--- src/rtl/fifo_tb_pkg.sv ---
// fifo_tb_pkg: shared FSM encoding, LFSR taps and phase attempt counts for the FIFO bench sequencer
package fifo_tb_pkg;
    typedef enum logic [2:0] {IDLE, FILL, OVERFILL, DRAIN, UNDERDRAIN, MIXED, DONE} state_e;
    // x^16+x^14+x^13+x^11+1 on a right-shifting register: taps land on bits 0,2,3,5
    localparam logic [15:0] LFSR_TAPS = 16'h002D;
    localparam int OVER_ATTEMPTS = 2;
    localparam int UNDER_ATTEMPTS = 2;
endpackage

--- src/rtl/fifo_driver_lfsr16.sv ---
// lfsr16: 16-bit Fibonacci LFSR, shifts right with feedback into bit 15
//   clk, reset : clock, sync active-high reset (loads seed_i)
//   en_i       : advance one step
//   load_i     : load seed_i (wins over en_i)
//   seed_i     : seed value
//   state_o    : current register contents
module lfsr16
    import fifo_tb_pkg::*;
#(
    parameter logic [15:0] TAPS = LFSR_TAPS
) (
    input  logic        clk,
    input  logic        reset,
    input  logic        en_i,
    input  logic        load_i,
    input  logic [15:0] seed_i,
    output logic [15:0] state_o
);
    logic [15:0] state_q;
    always_ff @(posedge clk) begin
        if (reset || load_i) state_q <= seed_i;
        else if (en_i)       state_q <= {^(state_q & TAPS), state_q[15:1]};
    end
    assign state_o = state_q;
endmodule

--- src/rtl/fifo_driver.sv ---
// fifo_driver: phase-sequenced FIFO stimulus (fill/overfill/drain/underdrain/mixed) with flag cross-check
//   clk, reset     : clock, sync active-high reset
//   iSTART         : start pulse, honoured only in IDLE or DONE
//   iFULL, iEMPTY  : FIFO flags checked against the occupancy model
//   oENQ, oDEQ, oD : registered enqueue/dequeue strobes and enqueue data
//   oBUSY, oDONE   : run in progress / run finished
//   oERR           : sticky flag mismatch
module fifo_driver
    import fifo_tb_pkg::*;
#(
    parameter int          W    = 8,
    parameter int          S    = 16,
    parameter int          N    = 64,
    parameter logic [15:0] SEED = 16'hACE1
) (
    input  logic         clk,
    input  logic         reset,
    input  logic         iSTART,
    input  logic         iFULL,
    input  logic         iEMPTY,
    output logic         oENQ,
    output logic         oDEQ,
    output logic [W-1:0] oD,
    output logic         oBUSY,
    output logic         oDONE,
    output logic         oERR
);
    localparam int OW   = $clog2(S + 1);
    localparam int PMAX = (S > N) ? S : N;
    localparam int PW   = $clog2(PMAX + 1);
    localparam logic [OW-1:0] OCC_FULL = OW'(S);

    state_e         state_q, state_d;
    logic [W-1:0]   wr_q, wr_d, d_q, d_d;
    logic [OW-1:0]  occ_q, occ_d, occ_prev_q;
    logic [PW-1:0]  ph_q, ph_d;
    logic           enq_q, enq_d, deq_q, deq_d, busy_q, busy_d, done_q, done_d, err_q, err_d;
    logic           strb_prev_q, accept, enq_ok, deq_ok, mis;
    logic [15:0]    lfsr;
    logic           unused_lfsr;

    lfsr16 u_lfsr (
        .clk    (clk),
        .reset  (reset),
        .en_i   (state_q == MIXED),
        .load_i (accept),
        .seed_i (SEED),
        .state_o(lfsr)
    );
    assign unused_lfsr = ^lfsr[15:1];

    assign accept = iSTART && (state_q == IDLE || state_q == DONE);

    always_ff @(posedge clk) begin
        if (reset) begin
            state_q     <= IDLE;
            wr_q        <= '0;
            occ_q       <= '0;
            occ_prev_q  <= '0;
            ph_q        <= '0;
            strb_prev_q <= 1'b0;
            enq_q       <= 1'b0;
            deq_q       <= 1'b0;
            d_q         <= '0;
            busy_q      <= 1'b0;
            done_q      <= 1'b0;
            err_q       <= 1'b0;
        end else begin
            state_q     <= state_d;
            wr_q        <= wr_d;
            occ_q       <= occ_d;
            occ_prev_q  <= accept ? '0 : occ_q;
            ph_q        <= ph_d;
            strb_prev_q <= enq_q | deq_q;
            enq_q       <= enq_d;
            deq_q       <= deq_d;
            d_q         <= d_d;
            busy_q      <= busy_d;
            done_q      <= done_d;
            err_q       <= err_d;
        end
    end

    // FILL/DRAIN always strobe, so the phase ends on the strobe that makes occ full/empty
    always_comb begin
        state_d = state_q;
        if (accept) state_d = FILL;
        else begin
            unique case (state_q)
                FILL:       if (occ_q >= OW'(S - 1))             state_d = OVERFILL;
                OVERFILL:   if (ph_q == PW'(OVER_ATTEMPTS - 1))  state_d = DRAIN;
                DRAIN:      if (occ_q <= OW'(1))                 state_d = UNDERDRAIN;
                UNDERDRAIN: if (ph_q == PW'(UNDER_ATTEMPTS - 1)) state_d = MIXED;
                MIXED:      if (ph_q == PW'(N - 1))              state_d = DONE;
                default:    state_d = state_q;
            endcase
        end
    end

    // Flags lag the strobes by up to a cycle, so they are checked against the occupancy
    // one cycle back and only when no strobe was issued the cycle before that.
    always_comb begin
        enq_d  = (state_q == FILL && occ_q != OCC_FULL) || state_q == OVERFILL ||
                 (state_q == MIXED && lfsr[0] && occ_q != OCC_FULL);
        deq_d  = (state_q == DRAIN && occ_q != '0) || state_q == UNDERDRAIN ||
                 (state_q == MIXED && !lfsr[0] && occ_q != '0);
        enq_ok = enq_d && occ_q != OCC_FULL;
        deq_ok = deq_d && occ_q != '0;
        wr_d   = accept ? '0 : wr_q + W'(enq_ok);
        occ_d  = accept ? '0 : enq_ok ? occ_q + OW'(1) : deq_ok ? occ_q - OW'(1) : occ_q;
        ph_d   = (state_d != state_q) ? '0 : ph_q + PW'(1);
        d_d    = enq_d ? wr_q : d_q;
        mis    = !strb_prev_q && ((iFULL != (occ_prev_q == OCC_FULL)) || (iEMPTY != (occ_prev_q == '0)));
        err_d  = accept ? 1'b0 : err_q | mis;
        busy_d = accept || state_q inside {FILL, OVERFILL, DRAIN, UNDERDRAIN, MIXED};
        done_d = !accept && state_q == DONE;
    end

    assign oENQ  = enq_q;
    assign oDEQ  = deq_q;
    assign oD    = d_q;
    assign oBUSY = busy_q;
    assign oDONE = done_q;
    assign oERR  = err_q;
endmodule
--- config.mk ---
export PLATFORM = sky130hd
export DESIGN_NAME = fifo_driver
export DESIGN_NICKNAME = d
export VERILOG_FILES = /design/src/rtl/fifo_tb_pkg.sv /design/src/rtl/fifo_driver_lfsr16.sv /design/src/rtl/fifo_driver.sv
export SDC_FILE = /design/constraint.sdc
export NUM_CORES = 1
export LEC_CHECK = 0
export ABC_AREA = 1
export CAP_MARGIN = 10
export CORE_ASPECT_RATIO = 1.1
export CORE_MARGIN = 3
export CORE_UTILIZATION = 58
export CTS_CLUSTER_DIAMETER = 60
export DETAILED_ROUTE_END_ITERATION = 10
export PLACE_DENSITY = 0.85
export SKIP_LAST_GASP = 1
export SYNTH_ARGS = -nofsm -noshare
export SYNTH_HDL_FRONTEND = slang
export SYNTH_SLANG_ARGS = --single-unit
--- constraint.sdc ---
create_clock -name clk -period 2.7 [get_ports clk]
set_input_delay 0.54 -clock clk [delete_from_list [all_inputs] [get_ports clk]]
set_output_delay 0.54 -clock clk [all_outputs]
set_load 0.01 [all_outputs]
==> results of run 1 <==
## final timing paths
path,cells after the start,start,slack (ns),endpoint
max,13,occ_q[1],0.29,wr_q[7]
min,2,u_lfsr.state_o[9],0.46,u_lfsr.state_o[9]
max reg2reg,13,occ_q[1],0.29,wr_q[7]
min reg2reg,2,u_lfsr.state_o[9],0.46,u_lfsr.state_o[9]
## through the flow
stage	total power (uW)	setup slack [ns]
global placement	2670	0.395
floorplan	2310	0.636
detailed placement	2720	0.230
global route	3830	0.0465
finish	3530	0.293
CTS	3510	0.211
## registers in the layout (all words and copies together) (netlist names)
register	cells
oBUSY	1
oD	8
oDEQ	1
oDONE	1
oENQ	1
oERR	1
occ_prev_q	5
occ_q	5
ph_q	7
state_q	3
strb_prev_q	1
u_lfsr.state_o	16
wr_q	8
## cells in the mapped netlist
library cell / number / area [um^2]
sky130_fd_sc_hd__and3_1: 1 / 6.26
sky130_fd_sc_hd__nor3_1: 3 / 15.0
sky130_fd_sc_hd__clkbuf_1: 2 / 7.51
sky130_fd_sc_hd__inv_2: 6 / 22.5
sky130_fd_sc_hd__nand2_2: 4 / 25.0
sky130_fd_sc_hd__nand3_2: 1 / 10.0
sky130_fd_sc_hd__o211ai_1: 5 / 37.5
sky130_fd_sc_hd__nor2_4: 2 / 22.5
sky130_fd_sc_hd__nor4_1: 1 / 6.26
sky130_fd_sc_hd__dfxtp_1: 58 / 1160
sky130_fd_sc_hd__o21ai_0: 18 / 90.1
sky130_fd_sc_hd__o21bai_1: 1 / 7.51
sky130_fd_sc_hd__mux2i_1: 1 / 10.0
sky130_fd_sc_hd__buf_2: 7 / 35.0
sky130_fd_sc_hd__ha_1: 10 / 125
sky130_fd_sc_hd__xor2_1: 7 / 61.3
sky130_fd_sc_hd__nand4_1: 2 / 12.5
sky130_fd_sc_hd__o21ai_2: 1 / 8.76
sky130_fd_sc_hd__nor2_2: 3 / 18.8
sky130_fd_sc_hd__a31oi_1: 3 / 18.8
sky130_fd_sc_hd__o21ai_1: 1 / 5.00
sky130_fd_sc_hd__buf_6: 1 / 11.3
sky130_fd_sc_hd__nor3b_1: 3 / 22.5
sky130_fd_sc_hd__nand3_1: 19 / 95.1
sky130_fd_sc_hd__xnor2_1: 4 / 35.0
sky130_fd_sc_hd__nor2_1: 59 / 221
sky130_fd_sc_hd__inv_1: 28 / 105
sky130_fd_sc_hd__nand2_1: 74 / 278
sky130_fd_sc_hd__a21oi_1: 26 / 130
## power groups by stage
stage,Combinational [uW],Sequential (uW),Clock [uW]
2_1_floorplan,1130,1180,0
3_3_place_gp,1480,1190,0
3_5_place_dp,1530,1200,0
4_1_cts,1530,1180,798
5_1_grt,1780,1210,847
6_report,1550,1190,792
## cells in the final DEF, fill, tap and decap left out
| cell type | netlist | routed |
|---|---|---|
| sky130_fd_sc_hd__nor2_4 | 2 | 2 |
| sky130_fd_sc_hd__o21ai_2 | 1 | 1 |
| sky130_fd_sc_hd__o21bai_1 | 1 | 1 |
| sky130_fd_sc_hd__a21oi_1 | 26 | 26 |
| sky130_fd_sc_hd__xnor2_1 | 4 | 4 |
| sky130_fd_sc_hd__clkinv_4 | 0 | 1 |
| sky130_fd_sc_hd__nand4_1 | 2 | 2 |
| sky130_fd_sc_hd__clkbuf_1 | 2 | 1 |
| sky130_fd_sc_hd__nand3_1 | 19 | 19 |
| sky130_fd_sc_hd__and3_1 | 1 | 1 |
| sky130_fd_sc_hd__nand2_1 | 74 | 74 |
| sky130_fd_sc_hd__inv_1 | 28 | 28 |
| sky130_fd_sc_hd__o21ai_0 | 18 | 18 |
| sky130_fd_sc_hd__ha_1 | 10 | 10 |
| sky130_fd_sc_hd__inv_2 | 6 | 6 |
| sky130_fd_sc_hd__clkinv_2 | 0 | 3 |
| sky130_fd_sc_hd__nand2_4 | 0 | 1 |
| sky130_fd_sc_hd__o211ai_1 | 5 | 5 |
| sky130_fd_sc_hd__nand2_2 | 4 | 3 |
| sky130_fd_sc_hd__clkbuf_8 | 0 | 10 |
| sky130_fd_sc_hd__nor4_1 | 1 | 1 |
| sky130_fd_sc_hd__mux2i_1 | 1 | 1 |
| sky130_fd_sc_hd__o21ai_1 | 1 | 1 |
| sky130_fd_sc_hd__a31oi_1 | 3 | 3 |
| sky130_fd_sc_hd__nor2_1 | 59 | 59 |
| sky130_fd_sc_hd__nor3_1 | 3 | 3 |
| sky130_fd_sc_hd__dfxtp_1 | 58 | 57 |
| sky130_fd_sc_hd__bufinv_16 | 0 | 1 |
| sky130_fd_sc_hd__xor2_1 | 7 | 7 |
| sky130_fd_sc_hd__dfxtp_2 | 0 | 1 |
| sky130_fd_sc_hd__nand3_2 | 1 | 1 |
| sky130_fd_sc_hd__nor3b_1 | 3 | 3 |
| sky130_fd_sc_hd__buf_4 | 0 | 4 |
| sky130_fd_sc_hd__clkdlybuf4s50_1 | 0 | 17 |
| sky130_fd_sc_hd__nor2_2 | 3 | 3 |
## area by class of cell
cell class                      instances  area (um^2)  area share
Tap cell                               52         65.1      0.0216
Clock buffer                           11          141      0.0468
Clock inverter                          5         53.8      0.0178
Sequential cell                        58         1160       0.385
Timing Repair Buffer                   21          200      0.0663
Inverter                               34          128      0.0423
Multi-Input combinational cell        249         1270       0.420
## critical path, stage by stage, from the launching register on
cell                      delay, ns
sky130_fd_sc_hd__dfxtp_1       0.38
sky130_fd_sc_hd__inv_1         0.13
sky130_fd_sc_hd__ha_1          0.21
sky130_fd_sc_hd__nand3_1       0.14
sky130_fd_sc_hd__nand2_1       0.11
sky130_fd_sc_hd__nand2_4       0.13
sky130_fd_sc_hd__nand2_2       0.10
sky130_fd_sc_hd__inv_2         0.12
sky130_fd_sc_hd__ha_1          0.18
sky130_fd_sc_hd__nand3_1       0.12
sky130_fd_sc_hd__nor4_1        0.39
sky130_fd_sc_hd__nand3_1       0.14
sky130_fd_sc_hd__nand2_1       0.09
sky130_fd_sc_hd__nor2_1        0.04
## cells by family (layout without fill, tap and decap cells)
group	count (synthesis)	after routing	synth area share
AND/OR/NAND/NOR	172	172	0.281
flip-flops	58	58	0.446
AO/OA/AOI/OAI	55	55	0.114
buffers and inverters	44	71	0.0696
XOR/XNOR	11	11	0.0370
adder cells (fa/ha/maj)	10	10	0.0480
multiplexers	1	1	0.00384
## metal layers
layer | up-vias | track usage | part of all wire
li1 | 1172 | - | -
met1 | 1004 | 0.274 | 0.47
met2 | 54 | 0.334 | 0.46
met3 | 11 | 0.0646 | 0.045
met4 | 0 | 0.105 | 0.024
met5 | - | 0 | 0
==> Implementation_results.wiki, run 1 <==
{| class="wikitable"
! Metric !! Value
|-
| Outcome || complete, no violations
|-
| Number of clock sinks || slightly below 60
|-
| Clk pwr share || 0.225
|-
| Hold violation count in the final report || 0
|-
| Syn Area/Cell || around 7.4 um^2
|-
| Portion of total power attributed to sequential cells || 0.336
|-
| Routability Congestion || around 0.93
|-
| Area after DPL || between 0.002 and 0.003 mm^2
|-
| Fill cell total of the finished layout || about 330
|-
| Setup TNS after final layout || 0 ns
|-
| Slew Limit Fails || 0
|-
| Die Outline Area || 0.00533 mm^2
|-
| Layout Cell Area excl Fill || 0.00302 mm^2
|-
| Total internal power || about 2100 uW
|-
| Net load switching power || 1460 uW
|-
| Fraction of power consumed by combinational cells || 0.439
|-
| Diode insertion count for antenna repair || 0
|-
| Portion of the clock cycle consumed by the worst path in the final layout || 0.891
|-
| Endpoints failing setup || 0
|-
| I/O pin count || 18
|-
| Clock-pin slew reported for the worst setup and hold paths after clock tree synthesis || roughly 0.070 ns
|-
| Dpl hpwl || around 3700 um
|-
| Via total after detailed routing || ~2,200
|-
| Routed via count divided by cell count || approximately 5.2
|-
| Vertical die dimension || approximately 76 um
|-
| Post-route insts no fill || 430
|-
| Detail-routed net length per standard cell || 11.9 um
|-
| Initial Utilization || 0.629
|-
| Power density over the cells || ~1200 mW/mm^2
|-
| Width of the die || about 70 um
|-
| Buffers added on ports || 17
|-
| Time the worst path needs with I/O delays and setup || 2.41 ns
|-
| Warning count from the yosys run || 0
|-
| Post CTS Setup Buffer Count || 0
|-
| Number of detailed-routing iterations run before antenna repair || 4
|-
| Clock tree from TritonCTS || built
|-
| Slew of the pin with the lowest slew margin || about 0.54 ns
|-
| Fin Hold WS || about 0.46 ns
|-
| Ratio of cells with drive above 1 in the final layout || 0.0979
|-
| Number of global-route vias before repair || around 2,200
|-
| Final-stage net count || a little under 400
|-
| Number of register bits inferred by synthesis || between 50 and 60
|-
| Rel. slew slack || 0.640
|-
| Unrepaired setup endpoints after global routing || false
|-
| Maximum number of pins on one net before global-route repair || 19
|-
| Antenna violations before repair || 0
|-
| Critical path endpoint category || flop
|-
| Sw Share || 0.413
|-
| Clock latency reported for the late side of the worst-skew pair || about 0.34 ns
|-
| Area of the mapped netlist || 0.00260 mm^2
|-
| Net count after synthesis || approximately 370
|-
| Number of H-tree levels || 3
|-
| Number of buffers added by the clock tree synthesis step || 9
|-
| Count of hold-fix buffers inserted at cts || 0
|-
| Number of unique standard cell types used by synthesis || 29
|-
| Overall global routing resource usage || 0.216
|-
| Sequential fraction of the synthesis area || 0.446
|-
| Post-Syn Instances || approximately 350
|-
| Total Routed Length || about 5100 um
|-
| Placed insts || slightly above 400
|-
| Path class of the lowest-slack min-delay path || flop to flop
|-
| Remaining DRCs || 0
|-
| CP Data Required Time || 2.93 ns
|-
| Post-cts gate resize count || 0
|-
| Data arrival at the endpoint of the critical path || roughly 2.6 ns
|-
| Max Clock Skew || between 0.005 and 0.006 ns
|-
| Leakage power || between 0.001 and 0.0015 uW
|-
| Maximum vdd ir drop || roughly 900 uV
|-
| Final core utilization || 0.728
|-
| Max clock buf depth || 2
|-
| Kind of launch point of the worst setup path || flop
|-
| Remaining number of nets flagged by the antenna check after routing || 0
|-
| Root Driver || sky130_fd_sc_hd__clkbuf_8
|-
| Number of rows created at floorplan || 24
|-
| Max Clk Rate || approximately 0.42 GHz
|-
| Critical-path maximum fanout || 12
|-
| Overall overflow remaining after global route || 0
|-
| Global-route wire length before repair || 9350 um
|-
| Number of violations of the max-capacitance limit || 0
|-
| 1st-iter DRT viols || ~160
|-
| Layout Area Growth over Synthesis || 15.8%
|-
| Critical setup path kind || flop to flop
|-
| Placeable core region || about 0.0041 mm^2
|}
No activity file was read; power rests on OpenSTA's default activity.
==> run 2: changes to the inputs <==
--- a/config.mk
+++ b/config.mk
@@ -7,7 +7,7 @@
 export LEC_CHECK = 0
 export ABC_AREA = 1
 export CAP_MARGIN = 10
-export CORE_ASPECT_RATIO = 1.1
+export CORE_ASPECT_RATIO = 1.25
 export CORE_MARGIN = 3
 export CORE_UTILIZATION = 58
 export CTS_CLUSTER_DIAMETER = 60
==> run 2 against run 1 <==
  * Power increased by 2.1%
  * Via count increased by 1.3%
  * Worst setup slack got worse by 0.061 ns
  * Maximum frequency decreased by 2.5%
  * Sequential share of layout area decreased by 0.27 points
  * Worst hold slack improved by 0.0034 ns
  * Wire length increased by 0.51%
  * Final area increased by 0.70%
  * Die area about the same
  * Combinational power about the same
  * Critical endpoint is now wr_q[6]
  * Highest routed layer unchanged
==> Implementation_results.wiki, run 2 (same netlist as run 1, synthesis figures left out) <==
{| class="wikitable"
! Metric !! Value
|-
| Number of violations of the max-capacitance limit || 0 (unchanged)
|-
| Endpoints failing setup || 0 (unchanged)
|-
| Time the worst path needs with I/O delays and setup || 2.47 ns (was 2.41 ns)
|-
| Net load switching power || 1420 uW (was 1460 uW)
|-
| Number of H-tree levels || 3 (unchanged)
|-
| Layout Cell Area excl Fill || 0.00304 mm^2 (was 0.00302 mm^2)
|-
| Crit-path max cell delay || 0.37 ns (was 0.39 ns)
|-
| Clock tree from TritonCTS || built (unchanged)
|-
| Dpl hpwl || 3620 um (was 3660 um)
|-
| Routed via count divided by cell count || 5.26 (was 5.21)
|-
| Overall global routing resource usage || 0.217 (was 0.216)
|-
| Path class of the lowest-slack min-delay path || flop to flop (unchanged)
|-
| Buffers added on ports || 17 (unchanged)
|-
| Total internal power || 2180 uW (was 2070 uW)
|-
| Maximum number of pins on one net before global-route repair || 26 (was 19)
|-
| Number of global-route vias before repair || 2,052 (was 2,162)
|-
| Power density over the cells || 1190 mW/mm^2 (was 1170 mW/mm^2)
|-
| Clock latency reported for the late side of the worst-skew pair || 0.33 ns (was 0.34 ns)
|-
| CP Data Required Time || 2.95 ns (was 2.93 ns)
|-
| Area after DPL || 0.00281 mm^2 (was 0.00282 mm^2)
|-
| Critical-path maximum fanout || 12 (unchanged)
|-
| I/O pin count || 18 (unchanged)
|-
| Number of rows created at floorplan || 26 (was 24)
|-
| Number of buffers added by the clock tree synthesis step || 9 (unchanged)
|-
| Unrepaired setup endpoints after global routing || false (unchanged)
|-
| Commonest non-fill, non-tap cells in the layout || sky130_fd_sc_hd__nand2_1 (74), sky130_fd_sc_hd__nor2_1 (59), sky130_fd_sc_hd__dfxtp_1 (57), sky130_fd_sc_hd__inv_1 (28), sky130_fd_sc_hd__a21oi_1 (26) (unchanged)
|-
| Sequence of cells on the critical path || inv_1, ha_1, nand3_1, nand2_1, nand2_4, nand2_2, inv_2, ha_1, ha_1, nand2_1, nor2_1, inv_1, nor2_1, a21oi_1, nor3_1 (was inv_1, ha_1, nand3_1, nand2_1, nand2_4, nand2_2, inv_2, ha_1, nand3_1, nor4_1, nand3_1, nand2_1, nor2_1)
|-
| Max clock buf depth || 2 (unchanged)
|-
| Detail-routed net length per standard cell || 11.9 um (about the same)
|-
| Via total after detailed routing || 2,271 (was 2,241)
|-
| Most common cell after layout, fill and taps aside || sky130_fd_sc_hd__nand2_1 (unchanged)
|-
| Remaining DRCs || 0 (unchanged)
|-
| Library cell appearing most often on the critical path || sky130_fd_sc_hd__ha_1 (was sky130_fd_sc_hd__nand3_1)
|-
| Width of the die || 65.9 um (was 69.9 um)
|-
| Slew Limit Fails || 0 (unchanged)
|-
| Data arrival at the endpoint of the critical path || 2.71 ns (was 2.64 ns)
|-
| Maximum vdd ir drop || 876 uV (about the same)
|-
| Routability Congestion || 0.920 (was 0.931)
|-
| Cell with the largest stage delay on the worst path || sky130_fd_sc_hd__dfxtp_2 (was sky130_fd_sc_hd__nor4_1)
|-
| Number of clock sinks || 58 (unchanged)
|-
| Portion of the clock cycle consumed by the worst path in the final layout || 0.914 (was 0.891)
|-
| Critical path endpoint category || flop (unchanged)
|-
| Remaining number of nets flagged by the antenna check after routing || 0 (unchanged)
|-
| Rel. slew slack || 0.651 (was 0.640)
|-
| Portion of total power attributed to sequential cells || 0.328 (was 0.336)
|-
| Final-stage net count || 387 (was 388)
|-
| Sw Share || 0.394 (was 0.413)
|-
| Diode insertion count for antenna repair || 0 (unchanged)
|-
| Number of flip-flops in the largest register || 16 (unchanged)
|-
| Critical setup path kind || flop to flop (unchanged)
|-
| Count of hold-fix buffers inserted at cts || 0 (unchanged)
|-
| Clock-pin slew reported for the worst setup and hold paths after clock tree synthesis || 0.06 ns (was 0.07 ns)
|-
| Vertical die dimension || 80.9 um (was 76.3 um)
|-
| Ratio of cells with drive above 1 in the final layout || 0.0904 (was 0.0979)
|-
| 1st-iter DRT viols || 212 (was 156)
|-
| Hold violation count in the final report || 0 (unchanged)
|-
| Root Driver || sky130_fd_sc_hd__clkbuf_8 (unchanged)
|-
| Total Routed Length || 5120 um (was 5100 um)
|-
| Fraction of power consumed by combinational cells || 0.427 (was 0.439)
|-
| Leakage power || 0.00129 uW (about the same)
|-
| Slew of the pin with the lowest slew margin || 0.523 ns (was 0.540 ns)
|-
| Max Clock Skew || 0.00644 ns (was 0.00536 ns)
|-
| Initial Utilization || 0.621 (was 0.629)
|-
| Global-route wire length before repair || 8790 um (was 9350 um)
|-
| Outcome || complete, no violations (unchanged)
|-
| Placeable core region || 0.00420 mm^2 (was 0.00414 mm^2)
|-
| Overall overflow remaining after global route || 0 (unchanged)
|-
| Setup TNS after final layout || 0 ns (unchanged)
|-
| Die Outline Area || 0.00534 mm^2 (was 0.00533 mm^2)
|-
| Max Clk Rate || 0.405 GHz (was 0.415 GHz)
|-
| Antenna violations before repair || 0 (unchanged)
|-
| Number of detailed-routing iterations run before antenna repair || 4 (unchanged)
|-
| Layout Area Growth over Synthesis || 16.7% (was 15.8%)
|-
| Clk pwr share || 0.245 (was 0.225)
|-
| Kind of launch point of the worst setup path || flop (unchanged)
|}
## run 2: cell count changes in the layout (fill, tap and decap cells not counted), sizes merged
cell,previous run,this run
clkbuf,11,13
bufinv,1,2
buf,4,3
clkinv,4,0
## run 2: worst max-delay path: cells and delay by family (launching register included)
| kind | cells | cell delay, ns |
|---|---|---|
| AOI/OAI and AO/OA | 1 | 0.10 |
| adders and majority gates | 3 | 0.56 |
| buffers and inverters | 3 | 0.29 |
| DFF | 1 | 0.37 |
| and+or+nand+nor | 8 | 1.07 |
## run 2: path summary, 6_finish.rpt
check / start / endpoint / slack, ns / cells after the start
max: occ_q[0] / wr_q[6] / 0.23 / 15
min reg2reg: u_lfsr.state_o[8] / u_lfsr.state_o[8] / 0.46 / 2
min: u_lfsr.state_o[8] / u_lfsr.state_o[8] / 0.46 / 2
max reg2reg: occ_q[0] / wr_q[6] / 0.23 / 15
## run 2: power groups by stage
stage / combinational [uW] / sequential (uW) / clock, uW
2_1_floorplan: 1130 / 1180 / 0
3_3_place_gp: 1480 / 1190 / 0
3_5_place_dp: 1510 / 1200 / 0
4_1_cts: 1530 / 1180 / 895
5_1_grt: 1750 / 1210 / 924
6_report: 1540 / 1180 / 882
## run 2: layer usage
metal | routed length, um | global-route usage | up-vias
met4 | 130 | 0.124 | 0
met2 | 2410 | 0.357 | 58
met1 | 2320 | 0.266 | 1032
li1 | - | - | 1169
met3 | 257 | 0.0415 | 12
met5 | 0 | 0 | -
## run 2: cell type report
cell class / instances / area (um^2)
repair buffers: 20 / 193
multi-input cells: 249 / 1270
flip-flops and latches: 58 / 1160
well taps: 56 / 70.1
clock buffers: 13 / 159
inverters: 34 / 128
clock inverters: 2 / 60.1
fillers: 312 / 1160
## run 2: repair_timing
item                                    in CTS  in global routing
endpoints found under the setup margin       0                  2
buffers inserted                             0                  0
gates resized for setup                      0                  2
## run 2: metrics by stage
step,instances,total power [uW],utilization,hold slack [ns],setup slack [ns]
after global placement,417,2660,0.671,0.448,0.362
after global routing,432,3880,0.724,0.483,0.0669
final,432,3600,0.724,0.463,0.232
after floorplan,351,2310,-,0.434,0.636
after detailed placement,417,2710,0.671,0.455,0.272
after CTS,432,3600,0.723,0.465,0.166
